--- config.mk ---
export PLATFORM = sky130hd
export DESIGN_NAME = mem_arbiter
export DESIGN_NICKNAME = d
export VERILOG_FILES = /design/src/rtl/mem_arbiter_pkg.sv /design/src/rtl/mem_arbiter_rr_arb2.sv /design/src/rtl/mem_arbiter.sv
export SDC_FILE = /design/constraint.sdc
export NUM_CORES = 1
export LEC_CHECK = 0
export BUFFER_PORTS_ARGS = -buffer_cell sky130_fd_sc_hd__buf_4
export CORE_MARGIN = 2
export CORE_UTILIZATION = 51
export DETAILED_ROUTE_END_ITERATION = 6
export GPL_TIMING_DRIVEN = 0
export PLACE_DENSITY = 0.85
export SETUP_SLACK_MARGIN = 0.15
export SLEW_MARGIN = 30
export SYNTH_ARGS = -nofsm -noshare
export SYNTH_HDL_FRONTEND = slang
export SYNTH_SLANG_ARGS = --single-unit
export TNS_END_PERCENT = 1
--- constraint.sdc ---
create_clock -name clk -period 3.9 [get_ports clk]
set_clock_uncertainty 0.2 [all_clocks]
set_input_delay 0.78 -clock clk [delete_from_list [all_inputs] [get_ports clk]]
set_output_delay 0.78 -clock clk [all_outputs]
set_load 0.02 [all_outputs]
--- src/rtl/mem_arbiter_pkg.sv ---
// Shared types for the CPU/host memory arbiter.
// Owner tag encoding and default geometry.
package mem_arbiter_pkg;

  localparam int AW_DEF    = 8;
  localparam int DW_DEF    = 16;
  localparam int CNT_W_DEF = 16;

  typedef enum logic {
    OWNER_CPU  = 1'b0,
    OWNER_HOST = 1'b1
  } owner_e;

  typedef struct packed {
    logic   rd;
    owner_e own;
  } tag_t;

endpackage

--- src/rtl/mem_arbiter_rr_arb2.sv ---
// Two-input round-robin arbiter; the CPU input can be masked.
// Ties go to whichever input did not win last.
module rr_arb2
  import mem_arbiter_pkg::*;
(
  input  logic clk,
  input  logic rst_n,
  input  logic i_req_cpu,
  input  logic i_req_host,
  input  logic i_mask_cpu,
  output logic o_gnt_cpu,
  output logic o_gnt_host
);

  owner_e r_last;
  logic   w_cpu;

  assign w_cpu = i_req_cpu & ~i_mask_cpu;

  always_comb begin
    o_gnt_host = i_req_host
               & (~w_cpu | (r_last == OWNER_CPU));
    o_gnt_cpu  = w_cpu
               & (~i_req_host | (r_last == OWNER_HOST));
  end

  always_ff @(posedge clk or negedge rst_n) begin
    if (!rst_n) begin
      r_last <= OWNER_CPU;
    end else if (o_gnt_cpu) begin
      r_last <= OWNER_CPU;
    end else if (o_gnt_host) begin
      r_last <= OWNER_HOST;
    end
  end

endmodule

--- src/rtl/mem_arbiter.sv ---
// Shares one single-port memory between the CPU and the host port.
// Registered command, 2-cycle tagged read return, stall counter.
module mem_arbiter
  import mem_arbiter_pkg::*;
#(
  parameter int AW    = AW_DEF,
  parameter int DW    = DW_DEF,
  parameter int CNT_W = CNT_W_DEF
) (
  input  logic             clk,
  input  logic             rst_n,
  input  logic             cpu_req,
  input  logic             cpu_we,
  input  logic [AW-1:0]    cpu_addr,
  input  logic [DW-1:0]    cpu_wdata,
  output logic             cpu_gnt,
  output logic             cpu_rvalid,
  output logic [DW-1:0]    cpu_rdata,
  output logic             cpu_stall,
  input  logic             host_req,
  input  logic             host_we,
  input  logic [AW-1:0]    host_addr,
  input  logic [DW-1:0]    host_wdata,
  output logic             host_gnt,
  output logic             host_rvalid,
  output logic [DW-1:0]    host_rdata,
  input  logic             host_hold,
  output logic [CNT_W-1:0] stall_cnt,
  input  logic             stall_clr,
  output logic             mem_en,
  output logic             mem_we,
  output logic [AW-1:0]    mem_addr,
  output logic [DW-1:0]    mem_wdata,
  input  logic [DW-1:0]    mem_rdata
);

  logic          w_gnt;
  logic          w_we;
  logic [AW-1:0] w_addr;
  logic [DW-1:0] w_wdata;
  tag_t          r_t1;
  tag_t          r_t2;
  logic [DW-1:0] r_cpu_rdata;
  logic [DW-1:0] r_host_rdata;

  rr_arb2 u_arb (
    .clk        (clk),
    .rst_n      (rst_n),
    .i_req_cpu  (cpu_req),
    .i_req_host (host_req),
    .i_mask_cpu (host_hold),
    .o_gnt_cpu  (cpu_gnt),
    .o_gnt_host (host_gnt)
  );

  assign w_gnt     = cpu_gnt | host_gnt;
  assign w_we      = host_gnt ? host_we    : cpu_we;
  assign w_addr    = host_gnt ? host_addr  : cpu_addr;
  assign w_wdata   = host_gnt ? host_wdata : cpu_wdata;
  assign cpu_stall = cpu_req & ~cpu_gnt;

  always_ff @(posedge clk or negedge rst_n) begin
    if (!rst_n) begin
      mem_en    <= 1'b0;
      mem_we    <= 1'b0;
      mem_addr  <= '0;
      mem_wdata <= '0;
    end else begin
      mem_en <= w_gnt;
      mem_we <= w_gnt & w_we;
      if (w_gnt) begin
        mem_addr  <= w_addr;
        mem_wdata <= w_wdata;
      end
    end
  end

  // Tag follows the command; stage 2 lines up with mem_rdata.
  always_ff @(posedge clk or negedge rst_n) begin
    if (!rst_n) begin
      r_t1 <= '0;
      r_t2 <= '0;
    end else begin
      r_t1.rd  <= w_gnt & ~w_we;
      r_t1.own <= host_gnt ? OWNER_HOST : OWNER_CPU;
      r_t2     <= r_t1;
    end
  end

  assign cpu_rvalid  = r_t2.rd & (r_t2.own == OWNER_CPU);
  assign host_rvalid = r_t2.rd & (r_t2.own == OWNER_HOST);
  assign cpu_rdata   = cpu_rvalid  ? mem_rdata : r_cpu_rdata;
  assign host_rdata  = host_rvalid ? mem_rdata : r_host_rdata;

  always_ff @(posedge clk or negedge rst_n) begin
    if (!rst_n) begin
      r_cpu_rdata  <= '0;
      r_host_rdata <= '0;
    end else begin
      if (cpu_rvalid)  r_cpu_rdata  <= mem_rdata;
      if (host_rvalid) r_host_rdata <= mem_rdata;
    end
  end

  always_ff @(posedge clk or negedge rst_n) begin
    if (!rst_n) begin
      stall_cnt <= '0;
    end else if (stall_clr) begin
      stall_cnt <= '0;
    end else if (cpu_stall && !(&stall_cnt)) begin
      stall_cnt <= stall_cnt + CNT_W'(1);
    end
  end

endmodule

==> results.txt, run 1 <==
status -> complete, no violations
worst-case reg-to-reg path depth -> 4
Tmin final -> 3.049 ns
die width -> 87.24 um
post-DP HPWL -> 6.402 mm
clk sinks -> 79
Die Y-Extent -> 87.24 um
post-place setup slack -> 0.8807 ns
Post-synth top flop -> dfrtp_1
diode count -> 0
Worst Setup EP -> host_rdata[12]
antenna violations before repair -> 0
first-pass GRT wire length -> 13.65 mm
slew of the pin with the lowest slew margin -> 0.7073 ns
area added between synthesis and finish -> 40.90%
final worst-path cycle share -> 0.7817
later-pin clock latency in the skew report -> 0.34 ns
final std cells w/o fill -> 545
r2r startpoint -> stall_cnt[0]
r2r setup slk -> 1.85 ns
syn_nets -> 373
Peak Freq -> 328.0 MHz
# hold bufs at CTS -> 0
Leakage -> 2.417 nW
post-synthesis sequential area ratio -> 0.5595
Mapped Area -> 3533 um^2
clk slew on worst S/H paths -> 0.08 ns
post-synthesis cell count -> 300
Initial DRC Count -> 93
critical path type -> flip-flop to output pin
Fin Setup TNS -> 0 ns
Peak VDD IR -> 0.2469 mV
top cell type's share of synthesized area -> 0.5595
total CTS buffers -> 9
routed len/inst -> 15.96 um
largest net degree at the start of global routing -> 80
RSZ-0062 raised after global routing -> false
CTS root buffer -> clkbuf_8
Post-CTS Setup Inserts -> 0
Bufs on Longest Clock Path -> 2
commonest cells after routing, fill and taps aside -> 152 x buf_4, 79 x dfrtp_1, 36 x a21oi_1, 32 x mux2_2, 32 x nor2_1
I/O pin total -> 151
capturing point of the worst reg2reg path -> stall_cnt[14]
routability cong. -> 0.8194
H-tree depth -> 3
Post-Route WL -> 8.697 mm
CTS tree -> yes
worst-path maximum fanout -> 10
Synth area leaders -> dfrtp_1 56%, mux2_2 10%, mux2i_1 7.1%
share of cells above drive strength 1 -> 0.4602
relative max-transition margin -> 0.5285
PD cells -> 453.6 nW/um^2
Initial Util -> 0.5230
Startpoint Class -> flip-flop
hold slack -> 0.1581 ns
Post-synth EDFFs -> 0
row count -> 30
die area -> 7610 um^2
Worst EP arrival -> 2.07 ns
Gates resized, CTS repair -> 0
DRT Pass-1 Iters -> 4
Hold/Removal Path Class -> flip-flop to flip-flop
Final nets -> 533
final setup margin -> 0.8515 ns
Setup Viol. Count Final -> 0
gr usage total -> 0.2328
vias in the first global route -> 2,874
Inst Count DP -> 529
post-route ant nets -> 0
Crit. End Element -> output pin
core area -> 6756 um^2
Async SR Flop Fraction -> 1.000
Mapped Avg Cell Area -> 11.78 um^2
maxcap violations -> 0
Netlist cell types -> 38
yosys warns -> 0
port buffer count -> 149
fin. max-slew vios -> 0
grt total ovfl -> 0
Yosys reg bits -> 79
number of vias per cell -> 5.497
most common cell after layout, fill and taps aside -> buf_4
total power -> 2.258 mW
DRC Markers -> 0
Vias -> 2,996
Crit path required time -> 2.92 ns
Setup crit start -> r_t2[0]
final hold vios -> 0
leading area contributor after synthesis -> dfrtp_1
[kinds of logic after synthesis]
family | synth area share
buf+inv | 0.03966
simple gates | 0.1282
fa+ha+maj | 0.003541
flops | 0.5595
compound gates | 0.08675
mux | 0.1824
[cell usage after synthesis (4+ instances only)]
cell type / number
a21oi_1: 36
buf_4: 4
clkbuf_1: 8
dfrtp_1: 79
inv_1: 9
mux2_2: 32
mux2i_1: 25
nand2_1: 5
nand3_1: 4
nor2_1: 32
nor4_1: 4
o21ai_1: 4
o31ai_1: 9
or4_1: 7
[cell type report]
cell class	instances	area (um^2)
Buffer	18	106.4
Clock buffer	11	141.4
Clock inverter	5	81.33
Fill cell	493	1778
Inverter	9	33.78
Multi-Input combinational cell	194	1416
Sequential cell	79	1977
Tap cell	80	100.1
Timing Repair Buffer	149	1122
[power by group]
part	internal, mW	switching (mW)	total [mW]
sequential	0.933	0.0386	0.971
combinational	0.289	0.330	0.619
clock	0.378	0.289	0.668
total	1.60	0.658	2.26
[critical path: stages, from the launching register on]
cell and delay, ns:
dfrtp_1 0.37, nand2_1 0.30, clkbuf_1 0.47, mux2_2 0.42, buf_4 0.16
[state kept, by name, summed over array words and instances (netlist names)]
register	count
r_cpu_rdata	16
r_t1	2
mem_wdata	16
mem_en	1
mem_we	1
u_arb.r_last	1
r_t2	2
r_host_rdata	16
mem_addr	8
stall_cnt	16
[metrics by stage]
stage               instance area (um^2)  utilization
global route                        4979       0.7369
detailed placement                  4752       0.7033
finish                              4979       0.7369
floorplan                           3533            -
CTS                                 4975       0.7363
global placement                    4752       0.7033
[worst min path at each step]
stage | from | endpoint | cells past startpoint
after floorplan | r_t1[0] | r_t2[0] | 0
after detailed placement | r_t1[0] | r_t2[0] | 0
after global routing | r_t1[0] | r_t2[0] | 0
final | r_t1[0] | r_t2[0] | 0
after global placement | r_t1[1] | r_t2[1] | 0
after CTS | r_t1[0] | r_t2[0] | 0
[layer usage]
metal  vias to the layer above  routed length (um)  global-route usage
li1                       1397                   -                   -
met1                      1451                3418              0.2898
met2                       131                4506              0.3851
met3                        17                 611             0.07488
met4                         0                 161             0.07832
met5                         -                   0                   0
No activity file was read; power rests on OpenSTA's default activity.
==> run 2: changes to the inputs <==
--- a/config.mk
+++ b/config.mk
@@ -5,12 +5,13 @@
 export SDC_FILE = /design/constraint.sdc
 export NUM_CORES = 1
 export LEC_CHECK = 0
+export ABC_AREA = 1
 export BUFFER_PORTS_ARGS = -buffer_cell sky130_fd_sc_hd__buf_4
 export CORE_MARGIN = 2
-export CORE_UTILIZATION = 51
+export CORE_UTILIZATION = 43
 export DETAILED_ROUTE_END_ITERATION = 6
 export GPL_TIMING_DRIVEN = 0
-export PLACE_DENSITY = 0.85
+export PLACE_DENSITY = 0.76
 export SETUP_SLACK_MARGIN = 0.15
 export SLEW_MARGIN = 30
 export SYNTH_ARGS = -nofsm -noshare
==> constraint.sdc (replaced) <==
create_clock -name clk -period 2.6 [get_ports clk]
set_clock_uncertainty 0.2 [all_clocks]
set_input_delay 0.52 -clock clk [delete_from_list [all_inputs] [get_ports clk]]
set_output_delay 0.52 -clock clk [all_outputs]
set_load 0.02 [all_outputs]
==> run 2 against run 1 <==
  * Core utilization decreased by 12 points
  * Synthesized cell count up 41%
  * Clock-buffer cell count fell by 1
  * Combinational power increased by 46%
  * Die area increased by 18%
  * Non-clock buffer count rose by 2
  * Global-route usage decreased by 1.2 points
  * Cell count is 28% higher
  * Critical endpoint is now cpu_rdata[1]
==> results.txt, run 2 <==
Mapped Area -> 3557 um^2
Post-synth top flop -> dfrtp_1
post-synthesis cell count -> 422
hold path cells -> 0
Startpoint Class -> flip-flop
largest net degree at the start of global routing -> 48
Leakage -> 2.587 nW
antenna violations before repair -> 0
area added between synthesis and finish -> 42.03%
routability cong. -> 0.8894
syn_nets -> 495
worst-path maximum fanout -> 10
top cell type's share of synthesized area -> 0.5558
Peak VDD IR -> 0.2946 mV
row count -> 33
maxcap violations -> 0
die area -> 9016 um^2
Yosys reg bits -> 79
die width -> 94.96 um
I/O pin total -> 151
port buffer count -> 150
CTS tree -> yes
Mapped Avg Cell Area -> 8.429 um^2
Synth area leaders -> dfrtp_1 56%, nand2_1 12%, o21ai_0 8.3%
grt total ovfl -> 0
post-synthesis compound-gate area fraction -> 0.1379
leading area contributor after synthesis -> dfrtp_1
Crit. End Element -> output pin
commonest cells in the netlist -> 114 x nand2_1, 79 x dfrtp_1, 59 x o21ai_0
first-pass GRT wire length -> 15.68 mm
Die Y-Extent -> 94.96 um
adder-cell share of the synthesized area -> 0.003517
gr usage total -> 0.2211
slew of the pin with the lowest slew margin -> 0.6155 ns
RSZ-0062 raised after global routing -> true
post-route ant nets -> 0
top-count cell post-synth -> nand2_1
Worst EP arrival -> 1.68 ns
share of cells above drive strength 1 -> 0.3288
Tmin final -> 2.403 ns
CTS root buffer -> clkbuf_8
largest family of logic cells by synthesized area -> simple AND/OR/NAND/NOR gates
multiplexer share of the synthesized area -> 0
vias in the first global route -> 3,440
Initial Util -> 0.4373
fillcell total -> 689
Post-CTS Setup Inserts -> 0
Simple-Gate Fraction of Synth Area -> 0.2300
final hold vios -> 0
total CTS buffers -> 9
clk slew on worst S/H paths -> 0.08 ns
DRC Markers -> 0
worst-case reg-to-reg path depth -> 10
Final nets -> 658
fin. max-slew vios -> 0
total power -> 3.270 mW
DRT Pass-1 Iters -> 6
Vias -> 3,467
number of vias per cell -> 4.988
yosys warns -> 0
commonest cells after routing, fill and taps aside -> 153 x buf_4, 114 x nand2_1, 79 x dfrtp_1, 48 x o21ai_0, 44 x nor2_1
relative max-transition margin -> 0.5897
routed len/inst -> 13.76 um
H-tree depth -> 3
Post-synth EDFFs -> 0
Async SR Flop Fraction -> 1.000
critical path type -> flip-flop to output pin
Netlist cell types -> 22
post-synthesis sequential area ratio -> 0.5558
most common cell after layout, fill and taps aside -> buf_4
Post-Route WL -> 9.564 mm
status -> complete, no violations
clk sinks -> 79
diode count -> 0
Bufs on Longest Clock Path -> 2
Crit path required time -> 1.88 ns
Hold/Removal Path Class -> flip-flop to flip-flop
final worst-path cycle share -> 0.9243
Setup Viol. Count Final -> 0
later-pin clock latency in the skew report -> 0.34 ns
Peak Freq -> 416.1 MHz
core area -> 8134 um^2
Fin Setup TNS -> 0 ns
Initial DRC Count -> 208
Post-Synth XOR/XNOR Area -> 0.007387
post-DP HPWL -> 7.236 mm
PD cells -> 647.3 nW/um^2
==> run 2: cell count changes in the layout (fill, tap and decap cells not counted), moves of 9 or more <==
cell | previous run | this run
inv_1 | 9 | 33
mux2_2 | 32 | 0
mux2i_1 | 25 | 0
nand2_1 | 5 | 114
nand3_1 | 4 | 14
nor2_1 | 32 | 44
o21ai_0 | 1 | 48
o31ai_1 | 9 | 0
==> run 2: critical path, cell delays in order, from the launching register on <==
cell      delay [ns]
dfrtp_1         0.39
nor2_1          0.17
inv_1           0.12
clkbuf_2        0.21
o21ai_0         0.26
buf_4           0.19
==> run 2: final cells by class <==
class                   count  area, um^2  area share
clock inverters             6       68.82     0.01362
well taps                 105       131.4     0.02600
plain buffers              17       95.09     0.01882
clock buffers              10       127.6     0.02526
inverters                  38       145.1     0.02873
repair buffers            152        1156      0.2288
flip-flops and latches     79        1977      0.3913
multi-input cells         288        1351      0.2675
==> run 2: layer usage <==
layer	up-vias	share of wire	global-route usage
met2	139	0.50	0.3771
li1	1687	-	-
met4	0	0.0093	0.07246
met5	-	0	0
met3	7	0.075	0.05427
met1	1634	0.42	0.2753
==> run 2: power breakdown <==
group | total (mW) | internal [mW] | switching (mW)
combinational | 0.906 | 0.378 | 0.528
sequential | 1.46 | 1.39 | 0.0650
clock | 0.906 | 0.449 | 0.456
total | 3.27 | 2.22 | 1.05
==> run 2: per-stage QoR <==
stage                     setup slack (ns)  cell area (um^2)  cells    util  hold slack [ns]
after floorplan                     0.2971              3557    422       -          0.02441
after global placement              0.4682              4815    677  0.5919           0.1326
after global routing               0.07954              5052    695  0.6211           0.1636
after CTS                          0.08645              5042    695  0.6199           0.1542
final                               0.1968              5052    695  0.6211           0.1474
after detailed placement            0.4541              4835    678  0.5944           0.1410
==> run 2: worst paths after layout <==
path / start / to / slack (ns)
max: r_t2[0] / cpu_rdata[1] / 0.20
min: r_t1[0] / r_t2[0] / 0.15
max reg2reg: stall_cnt[1] / stall_cnt[7] / 0.69
min reg2reg: r_t1[0] / r_t2[0] / 0.15
max in group asynchronous: rst_n / mem_wdata[1] / 1.05
min in group asynchronous: rst_n / r_host_rdata[2] / 0.55
==> run 2: repair_timing <==
action                                 CTS  global route
setup endpoints to repair               18            32
endpoints found under the hold margin    5             0
resized for setup                        2            21
hold buffers                             1             0
==> run 2: logic make-up (layout without fill, tap and decap cells) <==
family | Yosys count | count (layout)
buf+inv | 55 | 223
flops | 79 | 79
fa+ha+maj | 1 | 1
xor+xnor | 3 | 3
compound gates | 92 | 92
simple gates | 192 | 192
